### config.mk
export PLATFORM = sky130hd
export DESIGN_NAME = frb_trigger
export DESIGN_NICKNAME = d
export VERILOG_FILES = /design/src/rtl/frb_trig_pkg.sv /design/src/rtl/align_fifo.sv /design/src/rtl/frb_trigger.sv
export SDC_FILE = /design/constraint.sdc
export NUM_CORES = 2
export LEC_CHECK = 0
export ABC_CLOCK_PERIOD_IN_PS = 28600
export BUFFER_PORTS_ARGS = -buffer_cell sky130_fd_sc_hd__buf_4
export CORE_MARGIN = 2
export CORE_UTILIZATION = 39
export CTS_CLUSTER_DIAMETER = 50
export DETAILED_ROUTE_END_ITERATION = 12
export GPL_TIMING_DRIVEN = 0
export REMOVE_ABC_BUFFERS = 1
export SYNTH_ARGS = -nofsm -noshare
export SYNTH_HDL_FRONTEND = slang
export SYNTH_SLANG_ARGS = --single-unit
export TNS_END_PERCENT = 1
### constraint.sdc
create_clock -name clk -period 28.6 [get_ports clk]
set_input_delay 2.86 -clock clk [delete_from_list [all_inputs] [get_ports clk]]
set_output_delay 2.86 -clock clk [all_outputs]
set_load 0.05 [all_outputs]
### src/rtl/frb_trig_pkg.sv
// frb_trigger shared types: FSM state encoding and width helpers
// for the threshold product, event-length and hold-off counters.
package frb_trig_pkg;

  typedef enum logic [1:0] {
    ST_IDLE,
    ST_ARM,
    ST_ACTIVE,
    ST_HOLD
  } trig_state_e;

  // avg (signed) x thresh (unsigned, one guard bit) product width
  function automatic int prod_w(input int dw, input int tw);
    return dw + tw + 1;
  endfunction

  // event length field: holds 0..max_len
  function automatic int len_w(input int max_len);
    return $clog2(max_len + 1);
  endfunction

  // down-counter width, never below one bit
  function automatic int cnt_w(input int n);
    return (n < 1) ? 1 : $clog2(n + 1);
  endfunction

endpackage

### src/rtl/align_fifo.sv
// Synchronous FIFO with async reset and registered read port.
// Ports: push/wdata in, pop/rdata out, full/empty status; ce freezes all.
module align_fifo
  import frb_trig_pkg::*;
#(
  parameter int WIDTH = 32,
  parameter int DEPTH = 8
) (
  input  logic             clk,
  input  logic             rst,
  input  logic             ce,
  input  logic             push,
  input  logic [WIDTH-1:0] wdata,
  input  logic             pop,
  output logic [WIDTH-1:0] rdata,
  output logic             full,
  output logic             empty
);

  localparam int AW = $clog2(DEPTH);

  logic [WIDTH-1:0] mem [DEPTH];
  logic [AW:0]      wptr;
  logic [AW:0]      rptr;
  logic             do_push;
  logic             do_pop;

  assign empty = (wptr == rptr);
  assign full  = (wptr[AW] != rptr[AW]) &&
                 (wptr[AW-1:0] == rptr[AW-1:0]);

  // a full FIFO still accepts a word when the head leaves this cycle
  assign do_push = push && (!full || pop);
  assign do_pop  = pop && !empty;

  always_ff @(posedge clk) begin
    if (ce && do_push) begin
      mem[wptr[AW-1:0]] <= wdata;
    end
  end

  always_ff @(posedge clk or posedge rst) begin
    if (rst) begin
      wptr  <= '0;
      rptr  <= '0;
      rdata <= '0;
    end else if (ce) begin
      if (do_push) begin
        wptr <= wptr + 1'b1;
      end
      if (do_pop) begin
        rptr  <= rptr + 1'b1;
        rdata <= mem[rptr[AW-1:0]];
      end
    end
  end

endmodule

### src/rtl/frb_trigger.sv
// FRB threshold trigger: pairs din with its moving-average baseline, flags
// din > avg*thresh, qualifies runs and emits one record (ts/peak/len) per
// event followed by a hold-off. Ports: clk, rst, ce, din/din_valid,
// avg/avg_valid, thresh -> trig, trig_ts, trig_peak, trig_len, busy, ovf,
// unf. Define FRB_TRIG_COUNT_EN to add the trig_count output.
module frb_trigger
  import frb_trig_pkg::*;
#(
  parameter int DIN_WIDTH    = 32,
  parameter int DIN_POINT    = 31,
  parameter int THRESH_WIDTH = 16,
  parameter int THRESH_POINT = 8,
  parameter int FIFO_DEPTH   = 8,
  parameter int MIN_RUN      = 4,
  parameter int MAX_LEN      = 4096,
  parameter int HOLDOFF      = 1024,
  parameter int TS_WIDTH     = 32
) (
  input  logic                          clk,
  input  logic                          rst,
  input  logic                          ce,
  input  logic [DIN_WIDTH-1:0]          din,
  input  logic                          din_valid,
  input  logic [DIN_WIDTH-1:0]          avg,
  input  logic                          avg_valid,
  input  logic [THRESH_WIDTH-1:0]       thresh,
  output logic                          trig,
  output logic [TS_WIDTH-1:0]           trig_ts,
  output logic signed [DIN_WIDTH-1:0]   trig_peak,
  output logic [len_w(MAX_LEN)-1:0]     trig_len,
  output logic                          busy,
  output logic                          ovf,
  output logic                          unf
`ifdef FRB_TRIG_COUNT_EN
  ,
  output logic [31:0]                   trig_count
`endif
);

  localparam int PW = prod_w(DIN_WIDTH, THRESH_WIDTH);
  localparam int LW = len_w(MAX_LEN);
  localparam int HW = cnt_w(HOLDOFF);
  localparam logic [LW-1:0] MIN_RUN_L = LW'(MIN_RUN);
  localparam logic [LW-1:0] MAX_LEN_L = LW'(MAX_LEN);
  localparam logic [HW-1:0] HOLD_INIT =
    HW'((HOLDOFF > 0) ? HOLDOFF - 1 : 0);

  if (DIN_POINT >= DIN_WIDTH) begin : g_bad_point
    $error("DIN_POINT must lie inside DIN_WIDTH");
  end
  if ((FIFO_DEPTH < 8) ||
      ((FIFO_DEPTH & (FIFO_DEPTH - 1)) != 0)) begin : g_bad_depth
    $error("FIFO_DEPTH must be a power of 2 and >= 8");
  end

  // ---------------- alignment FIFO ----------------
  logic [DIN_WIDTH-1:0] fifo_rdata;
  logic                 fifo_full;
  logic                 fifo_empty;

  align_fifo #(
    .WIDTH (DIN_WIDTH),
    .DEPTH (FIFO_DEPTH)
  ) u_fifo (
    .clk   (clk),
    .rst   (rst),
    .ce    (ce),
    .push  (din_valid),
    .wdata (din),
    .pop   (avg_valid),
    .rdata (fifo_rdata),
    .full  (fifo_full),
    .empty (fifo_empty)
  );

  // ---------------- stage 1: pop / multiply ----------------
  logic                 p1_valid;
  logic signed [PW-1:0] p1_level;
  logic signed [DIN_WIDTH-1:0] p1_din;
  logic signed [PW-1:0] a_ext;
  logic signed [PW-1:0] t_ext;

  assign a_ext  = PW'($signed(avg));
  assign t_ext  = PW'({1'b0, thresh});
  assign p1_din = $signed(fifo_rdata);

  // ---------------- stage 2: compare ----------------
  logic                 p2_valid;
  logic                 p2_exceed;
  logic signed [DIN_WIDTH-1:0] p2_din;
  logic signed [PW-1:0] din_ext;

  assign din_ext = PW'(p1_din) <<< THRESH_POINT;

  always_ff @(posedge clk or posedge rst) begin
    if (rst) begin
      p1_valid  <= 1'b0;
      p1_level  <= '0;
      p2_valid  <= 1'b0;
      p2_exceed <= 1'b0;
      p2_din    <= '0;
      ovf       <= 1'b0;
      unf       <= 1'b0;
    end else if (ce) begin
      // an empty pop produces no pair at all
      p1_valid  <= avg_valid && !fifo_empty;
      p1_level  <= a_ext * t_ext;
      p2_valid  <= p1_valid;
      p2_exceed <= din_ext > p1_level;
      p2_din    <= p1_din;
      if (din_valid && fifo_full && !avg_valid) begin
        ovf <= 1'b1;
      end
      if (avg_valid && fifo_empty) begin
        unf <= 1'b1;
      end
    end
  end

  // ---------------- stage 3: event FSM ----------------
  trig_state_e                 st, st_n;
  logic [TS_WIDTH-1:0]         sidx, sidx_n;
  logic [TS_WIDTH-1:0]         start, start_n;
  logic [LW-1:0]               len, len_n;
  logic signed [DIN_WIDTH-1:0] peak, peak_n;
  logic [HW-1:0]               hold, hold_n;
  logic                        trig_n;
  logic [TS_WIDTH-1:0]         ts_n;
  logic signed [DIN_WIDTH-1:0] tpk_n;
  logic [LW-1:0]               tlen_n;
  logic signed [DIN_WIDTH-1:0] pk_upd;

  assign pk_upd = (p2_din > peak) ? p2_din : peak;

  always_comb begin
    st_n    = st;
    sidx_n  = sidx;
    start_n = start;
    len_n   = len;
    peak_n  = peak;
    hold_n  = hold;
    trig_n  = 1'b0;
    ts_n    = trig_ts;
    tpk_n   = trig_peak;
    tlen_n  = trig_len;
    if (p2_valid) begin
      sidx_n = sidx + 1'b1;
      unique case (st)
        ST_IDLE: begin
          if (p2_exceed) begin
            start_n = sidx;
            len_n   = LW'(1);
            peak_n  = p2_din;
            st_n    = (MIN_RUN == 1) ? ST_ACTIVE : ST_ARM;
          end
        end
        ST_ARM: begin
          if (p2_exceed) begin
            len_n  = len + 1'b1;
            peak_n = pk_upd;
            if (len_n == MIN_RUN_L) begin
              st_n = ST_ACTIVE;
            end
          end else begin
            st_n = ST_IDLE;
          end
        end
        ST_ACTIVE: begin
          if (p2_exceed) begin
            len_n  = len + 1'b1;
            peak_n = pk_upd;
          end
          // a miss closes the event without counting itself
          if (!p2_exceed || len_n >= MAX_LEN_L) begin
            trig_n = 1'b1;
            ts_n   = start;
            tpk_n  = peak_n;
            tlen_n = len_n;
            hold_n = HOLD_INIT;
            st_n   = (HOLDOFF == 0) ? ST_IDLE : ST_HOLD;
          end
        end
        ST_HOLD: begin
          if (hold == '0) begin
            st_n = ST_IDLE;
          end else begin
            hold_n = hold - 1'b1;
          end
        end
      endcase
    end
  end

  always_ff @(posedge clk or posedge rst) begin
    if (rst) begin
      st        <= ST_IDLE;
      sidx      <= '0;
      start     <= '0;
      len       <= '0;
      peak      <= '0;
      hold      <= '0;
      trig      <= 1'b0;
      trig_ts   <= '0;
      trig_peak <= '0;
      trig_len  <= '0;
    end else if (ce) begin
      st        <= st_n;
      sidx      <= sidx_n;
      start     <= start_n;
      len       <= len_n;
      peak      <= peak_n;
      hold      <= hold_n;
      trig      <= trig_n;
      trig_ts   <= ts_n;
      trig_peak <= tpk_n;
      trig_len  <= tlen_n;
    end
  end

  assign busy = (st != ST_IDLE);

`ifdef FRB_TRIG_COUNT_EN
  always_ff @(posedge clk or posedge rst) begin
    if (rst) begin
      trig_count <= '0;
    end else if (ce && trig_n) begin
      trig_count <= trig_count + 1'b1;
    end
  end
`endif

endmodule

* Word level (Yosys, flattened, before mapping)
Memory sizes are Yosys's and may differ from the RTL's. A register that Yosys moved wholly into a read port is not among the register bits.
Index checks and enable logic that the tools add are counted.
** Operators by class
- $add $sub $neg :: 5
- $mul :: 1
- Magnitude comparators :: 3
- Equal/unequal tests :: 12
- Muxes and demuxes :: 23
- Reductions and logical operators :: 31
** Operators by type and width (number)
- $mux W32 :: 3
- $pmux W32 S2 :: 1
- $mux W13 :: 4
- $gt A40 B49 Y1 :: 1
- $mul A32 B17 Y49 :: 1
- $pmux W13 S3 :: 1
- $add A32 B1 Y32 const B :: 1
- $gt A32 B32 Y1 :: 1
- $mux W11 :: 2
- $pmux W11 S2 :: 1
- $reduce_and A4 Y1 :: 4
- $add A13 B1 Y13 const B :: 1
- $eq A13 B3 Y1 const B :: 1
- $ge A13 B13 Y1 const B :: 1
- $logic_not A11 Y1 :: 1
- $sub A11 B1 Y11 const B :: 1
- $mux W2 :: 5
- $reduce_and A2 Y1 :: 5
- $add A4 B1 Y4 const B :: 2
- $ne A2 B2 Y1 const B :: 4
- $pmux W2 S4 :: 1
- $logic_and A1 B1 Y1 :: 7
- $reduce_and A6 Y1 :: 1
- $reduce_bool A2 Y1 :: 3
- other kinds (13) :: 22
** Storage, ports and cells
- Flip-flop bits (word level) :: 294
- Bits in writable memories :: 256
- Bits of input ports :: 85
- Output and inout bits :: 81
- Word-level logic and storage cells :: 95
- Memories kept :: 1
** Memories
- u_fifo.mem :: depth 8, width 32, rd ports 1, clocked after Yosys merged registers in 1, write ports 1, line align_fifo.sv:22 : logic [WIDTH-1:0] mem [DEPTH];

* Logic depth before layout (Yosys ltp)
- Word-level depth :: 9
- Depth in mapped cells :: 25
- Depth with buffers taken out :: 23

* By module
Synthesis repeated with hierarchy kept, for this count alone.
** Unflattened totals
- Cells, all modules :: 3806
- Area total of the unflattened synthesis :: 42863.6 µm²
** By module, submodules not included
- frb_trigger :: times used 1, cells each 3278, area each 31652.9 µm², seq. area each 7156.9 µm²
- align_fifo :: times used 1, cells each 528, area each 11210.8 µm², seq. area each 8688.3 µm²

* Least setup slack after synthesis
No wires, ideal clock.
- Path kind :: input-to-reg
- Start point :: input port thresh[8]
- End point :: register p1_level[42]
- Library setup time :: 0.071 ns
- Arrival time :: 8.524 ns
- Data required time :: 28.529 ns
- Slack :: 20.005 ns
- Stages :: 23
- Path buffers :: 1
- Path through :: clkbuf_1 nand2_1 fa_1 inv_1 fa_1 inv_1 fa_1 inv_1 fa_1 fa_1 inv_1 fa_1 inv_1 ha_1 nand2_1 a211oi_2 o21a_2 nor2_2 o41ai_4 a31oi_1 o21a_1 or4_1 nand4_1
** Between the ends
- Cells in the longest elaborated chain, start to end :: 1
** RTL lines
- start: declaration :: line frb_trigger.sv:26 : input logic [THRESH_WIDTH-1:0] thresh,
- $mul A32 B17 Y49 :: line frb_trigger.sv:107 : p1_level <= a_ext * t_ext;
- end signal: assignment :: line frb_trigger.sv:107
- end: declaration :: line frb_trigger.sv:78 : logic signed [PW-1:0] p1_level;
No other way between the ends.
A chain may end at the register's enable or synchronous reset.

* Worst setup path after layout
- Start point :: input port thresh[2]
- End point :: register p1_level[47]
Same word-level chain as after synthesis.

==> flow_metrics.env <==
export IMPL_syn_area_um2=42900
export IMPL_worstHoldStart="sidx[31]"
export IMPL_ctsHoldBuffers=0
export IMPL_synth_enable_flop_cells=256
export IMPL_drt_initial_drc_count=1594
export IMPL_syn_avg_cell_area_um2=11.2
export IMPL_cts_sinks=582
export IMPL_place_area_um2=45700
export IMPL_grt_antenna_before_repair=3
export IMPL_cts_made_buffers=55
export IMPL_synth_warnings=0
export IMPL_drive_above_1_share=0.127
export IMPL_area_growth_pct=10.9
export IMPL_min_period_over_period=0.324
export IMPL_drt_wirelength_per_cell_um=18.3
export IMPL_die_h_um=336
export IMPL_synth_cell_types=71
export IMPL_slew_violations=0
export IMPL_async_flop_share=0.560
export IMPL_timing_rr_end="peak[30]"
export IMPL_viasPerCell=5.07
export IMPL_routed_wl_mm=98.5
export IMPL_cts_path_max_buffers=3
export IMPL_mostFrequentLayoutCells="687 x inv_1, 489 x fa_1, 418 x nand2_1, 323 x dfrtp_1, 256 x edfxtp_1"
export IMPL_worstSetupStartpointType="primary input"
export IMPL_place_hpwl_mm=70.5
export IMPL_finalSetupViolations=0
export IMPL_whs_path_depth=1
export IMPL_rows=121
export IMPL_place_gp_congestion=0.800
export IMPL_h_tree_depth=2
export IMPL_final_util=0.436
export IMPL_fin_tns_setup_ps=0
export IMPL_drt_drc_violations_left=0
export IMPL_worst_pin_slew_ps=1280
export IMPL_vias=27200
export IMPL_fin_nets=4679
export IMPL_cts_tree="built"
export IMPL_synth_seq_cells=582
export IMPL_portBuffers=165
export IMPL_design_die_area_um2=113000
export IMPL_cts_root_buf="clkbuf_16"
export IMPL_endpoint_kind="register"
export IMPL_rr_worst_depth=11
export IMPL_clkLatencyLatePin_ps=620
export IMPL_fin_skew_ps=24.9
export IMPL_seq_area_frac_synth=0.370
export IMPL_synth_cells=3831
export IMPL_cp_arrival_ps=9730
export IMPL_synth_main_ff_cell="dfrtp_1"
export IMPL_final_area_um2=47500
export IMPL_coreArea_um2=109000
export IMPL_final_common_cell="inv_1"
export IMPL_initial_core_util=0.393
export IMPL_ff2ff_setup_slack_ps=23770
export IMPL_rsz0062_at_grt="false"
export IMPL_hold_class="register to register"
export IMPL_post_cts_resized=0
export IMPL_worst_path_max_fanout=32
export IMPL_status="complete, no violations"
export IMPL_worstReg2RegStart="p2_din[3]"
export IMPL_io_pins=166
export IMPL_nFillCells=10200
export IMPL_slew_headroom=0.150
export IMPL_track_usage=0.179
export IMPL_cts_clk_slew_worst_paths_ps=60
export IMPL_hold_path_end="sidx[31]"
export IMPL_grt_pass1_wl_mm=159
export IMPL_max_cap_violations=0
export IMPL_hold_violations=0
export IMPL_fp_dieW_um=336
export IMPL_post_cts_setup_buffer_count=0
export IMPL_grt_pass1_vias=28200
export IMPL_drtAntennaViolNets=0
export IMPL_fin_crit_ps=9270
export IMPL_path_class="primary input to register"
export IMPL_dr_pass1_iters=8
export IMPL_fmax_mhz=108
export IMPL_crit_required_ps=29060
export IMPL_global_route_overflow_total=0
export IMPL_grt_max_degree=120
-- cell families (layout without fill, tap and decap cells) --
group                    count (synthesis)  in the layout  synth area share
AO/OA/AOI/OAI                          386            386            0.0540
XOR/XNOR                                97             97            0.0198
adder cells (fa/ha/maj)                688            688             0.287
buffers and inverters                  857            979            0.0761
flip-flops                             582            582             0.370
multiplexers                           274            274            0.0892
other                                    0              1                 0
AND/OR/NAND/NOR                        947            947             0.105
-- sequential cells by signal (all words and copies together), names as in the netlist, 4 cells and up, named ones only --
name	cells
p1_level	49
trig_peak	32
hold	11
p2_din	32
u_fifo.rdata	32
u_fifo.rptr	4
peak	32
len	13
start	32
u_fifo.mem	256
trig_ts	32
sidx	32
trig_len	13
u_fifo.wptr	4
-- cells in the mapped netlist, types with 3 or more instances --
master | count | area [um2]
a21o_1 | 33 | 248
mux2_4 | 30 | 450
nand4_1 | 36 | 225
nand2_1 | 418 | 1570
a31oi_1 | 11 | 68.8
o21ai_0 | 88 | 440
or3_1 | 12 | 75.1
buf_2 | 18 | 90.1
o211ai_1 | 7 | 52.6
buf_6 | 3 | 33.8
o21a_1 | 13 | 97.6
o21ai_1 | 11 | 55.1
mux4_2 | 64 | 1440
o21bai_1 | 5 | 37.5
nand2b_1 | 15 | 93.8
nand3_1 | 32 | 160
o2111ai_1 | 3 | 26.3
and2_1 | 235 | 1470
o31ai_1 | 12 | 90.1
nor4_1 | 4 | 25.0
fa_1 | 489 | 9790
buf_1 | 16 | 60.1
nor2_1 | 144 | 541
a2111oi_0 | 4 | 35.0
a21oi_1 | 165 | 826
clkbuf_1 | 131 | 492
xor2_1 | 32 | 280
nor2b_1 | 6 | 37.5
a211oi_1 | 4 | 30.0
o221ai_1 | 3 | 26.3
edfxtp_1 | 256 | 7690
mux2i_1 | 76 | 761
xnor2_1 | 65 | 569
ha_1 | 199 | 2490
inv_1 | 688 | 2580
dfrtp_1 | 326 | 8160
or4_1 | 3 | 22.5
nor3_1 | 22 | 110
and3_1 | 10 | 62.6
a211o_1 | 4 | 35.0
mux2_2 | 102 | 1150
-- worst max-delay path, cell delays in order --
cell and delay, ps:
buf_4 430, nand2_1 250, fa_1 790, fa_1 470, inv_1 90, fa_1 450
fa_1 530, fa_1 490, inv_1 50, fa_1 480, inv_1 40, ha_1 380
nand3_1 180, nor2_1 220, nand4_1 180, a2111oi_0 510, nor3_1 250, o31ai_1 550
a211oi_1 170, xor2_1 220, mux2i_1 100
-- routing by layer --
| layer | vias up | wire (um) | GRT usage |
|---|---|---|---|
| met5 | - | 0 | 0 |
| met4 | 0 | 2220 | 0.0437 |
| met3 | 127 | 4380 | 0.0228 |
| met2 | 564 | 47700 | 0.298 |
| met1 | 14100 | 44200 | 0.249 |
| li1 | 12400 | - | - |
-- layout make-up --
type	count	area [um2]	area share
diodes	1	2.50	0.0000527
clock buffers	71	1500	0.0315
clock inverters	33	330	0.00695
inverters	689	2590	0.0546
multi-input cells	2392	23800	0.502
flip-flops and latches	582	15900	0.334
well taps	1414	1770	0.0372
repair buffers	186	1630	0.0343
-- metrics by stage --
step | std cells | setup slack (ps) | hold slack (ps)
2_1_floorplan | 3663 | 16710 | 438
3_3_place_gp | 5242 | 12490 | 453
3_5_place_dp | 5262 | 18780 | 457
4_1_cts | 5366 | 19420 | 474
5_1_grt | 5368 | 19040 | 482
6_report | 5368 | 19330 | 469
-- worst max path at each step --
stage	start	endpoint	slack, ps	depth (start not counted)
after floorplan	rst	async pin	16710	1
after global routing	thresh[2]	p1_level[47]	19040	21
after detailed placement	thresh[2]	p1_level[47]	18780	21
after CTS	thresh[2]	p1_level[47]	19420	21
after global placement	rst	trig_peak[30]	12490	2
final	thresh[2]	p1_level[47]	19330	21
Power is not shown: default switching activity piles up to over one toggle a cycle in this logic, so the estimate is an artifact.
